### config.mk
export PLATFORM = sky130hd
export DESIGN_NAME = tlul_racl_tagger
export DESIGN_NICKNAME = d
export VERILOG_FILES = /design/src/rtl/tlul_racl_tagger_pkg.sv /design/src/rtl/tlul_racl_skid.sv /design/src/rtl/tlul_racl_tagger.sv
export SDC_FILE = /design/constraint.sdc
export NUM_CORES = 1
export LEC_CHECK = 0
export BUFFER_PORTS_ARGS = -buffer_cell sky130_fd_sc_hd__buf_4
export CAP_MARGIN = 15
export CORE_AREA = 2 2 152 154
export DETAILED_ROUTE_END_ITERATION = 8
export DIE_AREA = 0 0 154 156
export PLACE_DENSITY_LB_ADDON = 0.2
export SYNTH_ARGS = -nofsm -noshare
export SYNTH_HDL_FRONTEND = slang
export SYNTH_SLANG_ARGS = --single-unit
### constraint.sdc
create_clock -name clk_i -period 7.8 [get_ports clk_i]
set_clock_uncertainty 0.2 [all_clocks]
set_input_delay 0.78 -clock clk_i [delete_from_list [all_inputs] [get_ports clk_i]]
set_output_delay 0.78 -clock clk_i [all_outputs]
set_load 0.02 [all_outputs]
### src/rtl/tlul_racl_tagger_pkg.sv
// Shared types for the RACL tagger slice: TL-UL channel structs, RACL role / CTN UID
// field placement inside a_user.rsvd, and the role-switch FSM state encoding.
package tlul_racl_tagger_pkg;

  localparam int unsigned NrRaclBits   = 4;
  localparam int unsigned NrCtnUidBits = 8;
  localparam int unsigned RsvdW        = 16;

  // Role sits in the low bits of rsvd, the CTN UID directly above it.
  localparam int unsigned RaclRoleLsb = 0;
  localparam int unsigned CtnUidLsb   = NrRaclBits;

  typedef logic [NrRaclBits-1:0]   racl_role_t;
  typedef logic [NrCtnUidBits-1:0] ctn_uid_t;

  localparam logic [2:0] PutFullData    = 3'h0;
  localparam logic [2:0] PutPartialData = 3'h1;
  localparam logic [2:0] Get            = 3'h4;
  localparam logic [2:0] AccessAck      = 3'h0;
  localparam logic [2:0] AccessAckData  = 3'h1;

  typedef struct packed {
    logic [RsvdW-1:0] rsvd;
    logic [3:0]       instr_type;
    logic [6:0]       cmd_intg;
    logic [6:0]       data_intg;
  } tl_a_user_t;

  typedef struct packed {
    logic [6:0] rsp_intg;
    logic [6:0] data_intg;
  } tl_d_user_t;

  typedef struct packed {
    logic        a_valid;
    logic [2:0]  a_opcode;
    logic [2:0]  a_param;
    logic [1:0]  a_size;
    logic [7:0]  a_source;
    logic [31:0] a_address;
    logic [3:0]  a_mask;
    logic [31:0] a_data;
    tl_a_user_t  a_user;
    logic        d_ready;
  } tl_h2d_t;

  typedef struct packed {
    logic        d_valid;
    logic [2:0]  d_opcode;
    logic [2:0]  d_param;
    logic [1:0]  d_size;
    logic [7:0]  d_source;
    logic [0:0]  d_sink;
    logic [31:0] d_data;
    tl_d_user_t  d_user;
    logic        d_error;
    logic        a_ready;
  } tl_d2h_t;

  typedef enum logic [1:0] {
    IDLE  = 2'd0,
    DRAIN = 2'd1,
    APPLY = 2'd2
  } tagger_state_e;

  function automatic racl_role_t tlul_extract_racl_role_bits(input logic [RsvdW-1:0] rsvd);
    return rsvd[RaclRoleLsb +: NrRaclBits];
  endfunction

  function automatic ctn_uid_t tlul_extract_ctn_uid_bits(input logic [RsvdW-1:0] rsvd);
    return rsvd[CtnUidLsb +: NrCtnUidBits];
  endfunction

  // Inverse of the two extract functions; rsvd bits outside both fields are kept.
  function automatic logic [RsvdW-1:0] tlul_insert_racl_bits(input logic [RsvdW-1:0] rsvd,
                                                             input racl_role_t        role,
                                                             input ctn_uid_t          uid);
    logic [RsvdW-1:0] res;
    res = rsvd;
    res[RaclRoleLsb +: NrRaclBits] = role;
    res[CtnUidLsb +: NrCtnUidBits] = uid;
    return res;
  endfunction

endpackage

### src/rtl/tlul_racl_skid.sv
// Two-entry A-channel skid slice. Upstream ready comes from a flop so the host never sees
// a combinational path from the crossbar; in_allow_i lets the owner close the input.
module tlul_racl_skid
  import tlul_racl_tagger_pkg::*;
(
  input  logic    clk_i,
  input  logic    rst_i,
  input  logic    in_valid_i,
  input  tl_h2d_t in_data_i,
  output logic    in_ready_o,
  input  logic    in_allow_i,
  output logic    out_valid_o,
  output tl_h2d_t out_data_o,
  input  logic    out_ready_i
);

  tl_h2d_t    mem_q [2];
  logic       wr_ptr_q;
  logic       rd_ptr_q;
  logic [1:0] count_q;
  logic [1:0] count_d;
  logic       ready_q;
  logic       push;
  logic       pop;

  assign push = in_valid_i && ready_q;
  assign pop  = out_ready_i && (count_q != 2'd0);

  always_comb begin
    count_d = count_q;
    case ({push, pop})
      2'b10:   count_d = count_q + 2'd1;
      2'b01:   count_d = count_q - 2'd1;
      default: count_d = count_q;
    endcase
  end

  // Ready is computed from next-cycle occupancy and next-cycle FSM state, so it is exact.
  always_ff @(posedge clk_i) begin
    if (rst_i) begin
      wr_ptr_q <= 1'b0;
      rd_ptr_q <= 1'b0;
      count_q  <= 2'd0;
      ready_q  <= 1'b1;
    end else begin
      if (push) wr_ptr_q <= ~wr_ptr_q;
      if (pop)  rd_ptr_q <= ~rd_ptr_q;
      count_q <= count_d;
      ready_q <= (count_d != 2'd2) && in_allow_i;
    end
  end

  always_ff @(posedge clk_i) begin
    if (push) mem_q[wr_ptr_q] <= in_data_i;
  end

  assign in_ready_o  = ready_q;
  assign out_valid_o = (count_q != 2'd0);
  assign out_data_o  = mem_q[rd_ptr_q];

endmodule

### src/rtl/tlul_racl_tagger.sv
// Host-side RACL tagger: stamps role and CTN UID into a_user.rsvd, limits outstanding
// requests, and switches role only once the host's traffic has fully drained.
module tlul_racl_tagger
  import tlul_racl_tagger_pkg::*;
#(
  parameter racl_role_t  DefaultRole    = '0,
  parameter ctn_uid_t    CtnUid         = '0,
  parameter int unsigned MaxOutstanding = 4
) (
  input  logic          clk_i,
  input  logic          rst_i,
  input  tl_h2d_t       tl_h_i,
  output tl_d2h_t       tl_h_o,
  output tl_h2d_t       tl_d_o,
  input  tl_d2h_t       tl_d_i,
  input  logic          role_req_valid_i,
  input  racl_role_t    role_req_i,
  output logic          role_ack_o,
  output racl_role_t    role_o,
  output logic          busy_o,
  output logic          err_o,
  output tagger_state_e state_o
);

  localparam int unsigned    CntW   = $clog2(MaxOutstanding + 1);
  localparam logic [CntW-1:0] MaxCnt = CntW'(MaxOutstanding);
  localparam logic [CntW-1:0] CntOne = CntW'(1);

  tagger_state_e   state_q;
  tagger_state_e   state_d;
  racl_role_t      role_q;
  racl_role_t      pending_q;
  logic [CntW-1:0] out_cnt_q;
  logic            err_q;

  tl_h2d_t stamped;
  tl_h2d_t slice_head;
  logic    slice_valid;
  logic    host_a_ready;
  logic    issue_ok;
  logic    a_hs;
  logic    d_hs;

  // Stamping at slice entry means the role is fixed at the moment the host handshakes.
  always_comb begin
    stamped = tl_h_i;
    stamped.a_user.rsvd = tlul_insert_racl_bits(tl_h_i.a_user.rsvd, role_q, CtnUid);
  end

  tlul_racl_skid u_skid (
    .clk_i       (clk_i),
    .rst_i       (rst_i),
    .in_valid_i  (tl_h_i.a_valid),
    .in_data_i   (stamped),
    .in_ready_o  (host_a_ready),
    .in_allow_i  (state_d == IDLE),
    .out_valid_o (slice_valid),
    .out_data_o  (slice_head),
    .out_ready_i (tl_d_i.a_ready && issue_ok)
  );

  // Outstanding only grows on an A handshake, so a raised a_valid cannot drop before ready.
  assign issue_ok = (out_cnt_q < MaxCnt);

  always_comb begin
    tl_d_o         = slice_head;
    tl_d_o.a_valid = slice_valid && issue_ok;
    tl_d_o.d_ready = tl_h_i.d_ready;
  end

  always_comb begin
    tl_h_o         = tl_d_i;
    tl_h_o.a_ready = host_a_ready;
  end

  assign a_hs = tl_d_o.a_valid && tl_d_i.a_ready;
  assign d_hs = tl_h_o.d_valid && tl_h_i.d_ready;

  always_ff @(posedge clk_i) begin
    if (rst_i) begin
      out_cnt_q <= '0;
      err_q     <= 1'b0;
    end else begin
      if (d_hs && (out_cnt_q == '0)) err_q <= 1'b1;
      if (a_hs && !d_hs) begin
        out_cnt_q <= out_cnt_q + CntOne;
      end else if (d_hs && !a_hs && (out_cnt_q != '0)) begin
        out_cnt_q <= out_cnt_q - CntOne;
      end
    end
  end

  always_comb begin
    state_d = state_q;
    case (state_q)
      IDLE:  if (role_req_valid_i) state_d = DRAIN;
      DRAIN: if (!role_req_valid_i && !slice_valid && (out_cnt_q == '0)) state_d = APPLY;
      APPLY: state_d = IDLE;
      default: state_d = IDLE;
    endcase
  end

  // A role request arriving during the single APPLY cycle is not captured.
  always_ff @(posedge clk_i) begin
    if (rst_i) begin
      state_q   <= IDLE;
      role_q    <= DefaultRole;
      pending_q <= DefaultRole;
    end else begin
      state_q <= state_d;
      if (role_req_valid_i && (state_q != APPLY)) pending_q <= role_req_i;
      if (state_q == APPLY) role_q <= pending_q;
    end
  end

  assign role_ack_o = (state_q == APPLY);
  assign role_o     = role_q;
  assign busy_o     = slice_valid || (out_cnt_q != '0) || (state_q != IDLE);
  assign err_o      = err_q;
  assign state_o    = state_q;

endmodule

==> impl_results.md <==
- Die span in y: around 160 um
- Pleak: 4.39 nW
- Final wirelength: 19.4 mm
- CP startpoint kind: flop
- Vias in the first global route: 5141
- Clk sinks: 240
- Final net count: 899
- Design internal power: around 2.6 mW
- Syn Area/Cell: approximately 18 sq um
- Status: finished clean
- Area post-placement: 10900 sq um
- Clock share of power: 32.6%
- Cells after Synth: 517
- CTS tree: built
- Final Hold Viols: 0
- Min Tclk post-route: 3.70 ns
- Post-route ant nets: 0
- Switching share of power: a little over a quarter
- Setup total negative slack: 0 ns
- Buffers on Ports: 239
- HP Class: in2reg
- Synth area leaders: edfxtp_1 71%, mux2_2 13%, buf_4 6.0%
- Fill cells: approximately 1800
- Share of cells above drive strength 1: 55.2%
- Core footprint: 22400 sq um
- Register area share after synthesis: 74.9%
- Max-slew violation count: 0
- Worst EP arrival: 2.72 ns
- DIE AREA: about 24000 sq um
- Root Buffer: clkbuf_16
- Cell area after layout: between 10000 and 15000 sq um
- Multi-input logic area: around 1700 sq um
- Worst-path fanout max: 65
- Synth cell types: 35
- Nature of the critical path endpoint: output port
- Initial core utilization: between 40% and 50%
- Critical path class: reg2out
- CTS max path bufs: 3
- Post-synthesis cell area: 9350 sq um
- Worst-Margin Slew: between 1 and 1.5 ns
- Die W: ~150 um
- Synth Warn #: 0
- Pre-antenna DRT Iters: 4
- GR Overflow Total: 0
- Commonest non-fill, non-tap cell in the layout: buf_4
- Slew headroom: roughly 33%
- Detailed-route vias per instance: 4.87
- DR WL/cell: 19.3 um
- Critical path required time: 6.82 ns
- Maximum vdd ir drop: about 0.00017 V
- Hold-fix buffer count after cts: 0
- Gr usage total: 15.0%
- Pre-CTS WS: 4.24 ns
- Yosys top cell area share: 70.6%
- Antenna Cells: 0
- Routed vias: 4904
- Drt drc: 0
- Max-cap violations: 0
- Ys flop type: edfxtp_1
- First-pass GRT wire length: 28.1 mm
- EDFF count, synth: 220
- Ys async rst share: 0%
- Combinational Power Share: a little under a quarter
- FMAX: 0.271 GHz
- Clock latency on the worst-skew pair: about 0.51 ns
- Final GP Congestion: a little under 0.7
- Tcrit/Tclk final: between 40% and 50%
- Post-CTS resize count: 0
- Most frequent cells in the layout: 242 x buf_4, 220 x edfxtp_1, 110 x mux2_2, 27 x clkbuf_16, 19 x dfxtp_1
- DRT iter0 DRCs: 187
- Power Density: between 300 and 400 nW/um^2
- Htree depth: 1
- Unrepaired setup endpoints after global routing: no
- Post-synth top area cell: edfxtp_1
- Register area: 7010 sq um
- CTS clk-pin slew, worst paths: ~0.060 ns
- Row count: 55
- Reg power frac: ~45%
- Setup Buffers After CTS: 0
- Largest net degree at the start of global routing: 73
- Synthesis-stage register bit count: between 200 and 250
- Io pins: slightly below 400
- Net switching power: approximately 950 uW
- Area grow syn2layout: 25.7%
- Dpl hpwl: 13.2 mm
- Final setup fails: 0
- Total CTS buffers: 26
- Worst setup margin: a little over 4 ns
- Initial antenna violation count: 0
==> stage by stage <==
stage | total power, mW | instances | utilization [%] | hold WS, ns
floorplan | 2.15 | 524 | - | 0.236
global placement | 2.41 | 960 | 48.9 | 0.247
detailed placement | 2.43 | 960 | 48.9 | 0.251
CTS | 3.59 | 1005 | 52.5 | 0.225
global route | 3.69 | 1006 | 52.6 | 0.227
finish | 3.55 | 1006 | 52.6 | 0.250
==> worst paths after layout <==
kind | cells past startpoint | endpoint | from | slack [ns]
max reg2reg | 2 | u_skid.mem_q[1][102] | u_skid.wr_ptr_q | 5.32
min reg2reg | 2 | pending_q[3] | pending_q[3] | 0.26
max | 3 | tl_d_o[91] | flop | 4.10
min | 1 | u_skid.mem_q[0][29] | tl_h_i[37] | 0.25
==> registers in the layout, indices dropped and copies added, names as in the netlist, named ones only <==
signal and count:
u_skid.count_q 2, u_skid.wr_ptr_q 1, u_skid.rd_ptr_q 1, err_o 1
pending_q 4, role_o 4, out_cnt_q 3, state_o 2
u_skid.in_ready_o 1, u_skid.mem_q 220
==> synthesized netlist by cell type, types with 2 or more instances <==
cell      count
a21oi_1       7
a31oi_1       2
buf_2        13
buf_4        75
clkbuf_1      3
dfxtp_1      20
edfxtp_1    220
inv_1         3
mux2_2      110
mux2i_1       4
nand2_1      11
nand2b_1      3
nand3_1       5
nor2_1       13
nor2b_1       2
nor3_1        3
nor3_2        2
o21ai_0       2
or3_1         2
xnor2_1       2
==> power groups by stage <==
stage	combinational, mW	sequential (mW)	clock, mW
3_5_place_dp	0.811	1.61	0
6_report	0.807	1.58	1.16
2_1_floorplan	0.560	1.59	0
3_3_place_gp	0.800	1.61	0
4_1_cts	0.815	1.59	1.19
5_1_grt	0.858	1.60	1.24
==> routing by layer <==
metal	routed length (um)	part of all wire, %	GRT usage, %
met4	530	2.7	4.54
met2	9510	49	25.6
met5	0	0	1.04
met1	7240	37	17.5
met3	2090	11	6.11
==> logic make-up after synthesis <==
logic type | share of synthesized area [%]
adders and majority gates | 0.348
DFF | 74.9
other | 0.0401
xor gates and xnor gates | 0.281
buffers and inverters | 6.96
muxes | 13.7
AOI/OAI and AO/OA | 1.40
and+or+nand+nor | 2.39
==> cell type report <==
type	count	area share, %
Clock buffer	34	5.97
Inverter	3	0.0957
Tap cell	285	3.03
Timing Repair Buffer	243	15.6
Multi-Input combinational cell	190	14.8
Sequential cell	240	59.6
Clock inverter	11	0.926
==> critical path: stages, from the launching register on <==
cell     delay (ns)
dfxtp_4        0.74
buf_4          0.78
mux2_2         0.42
buf_4          0.16
No activity file was read; power rests on OpenSTA's default activity.
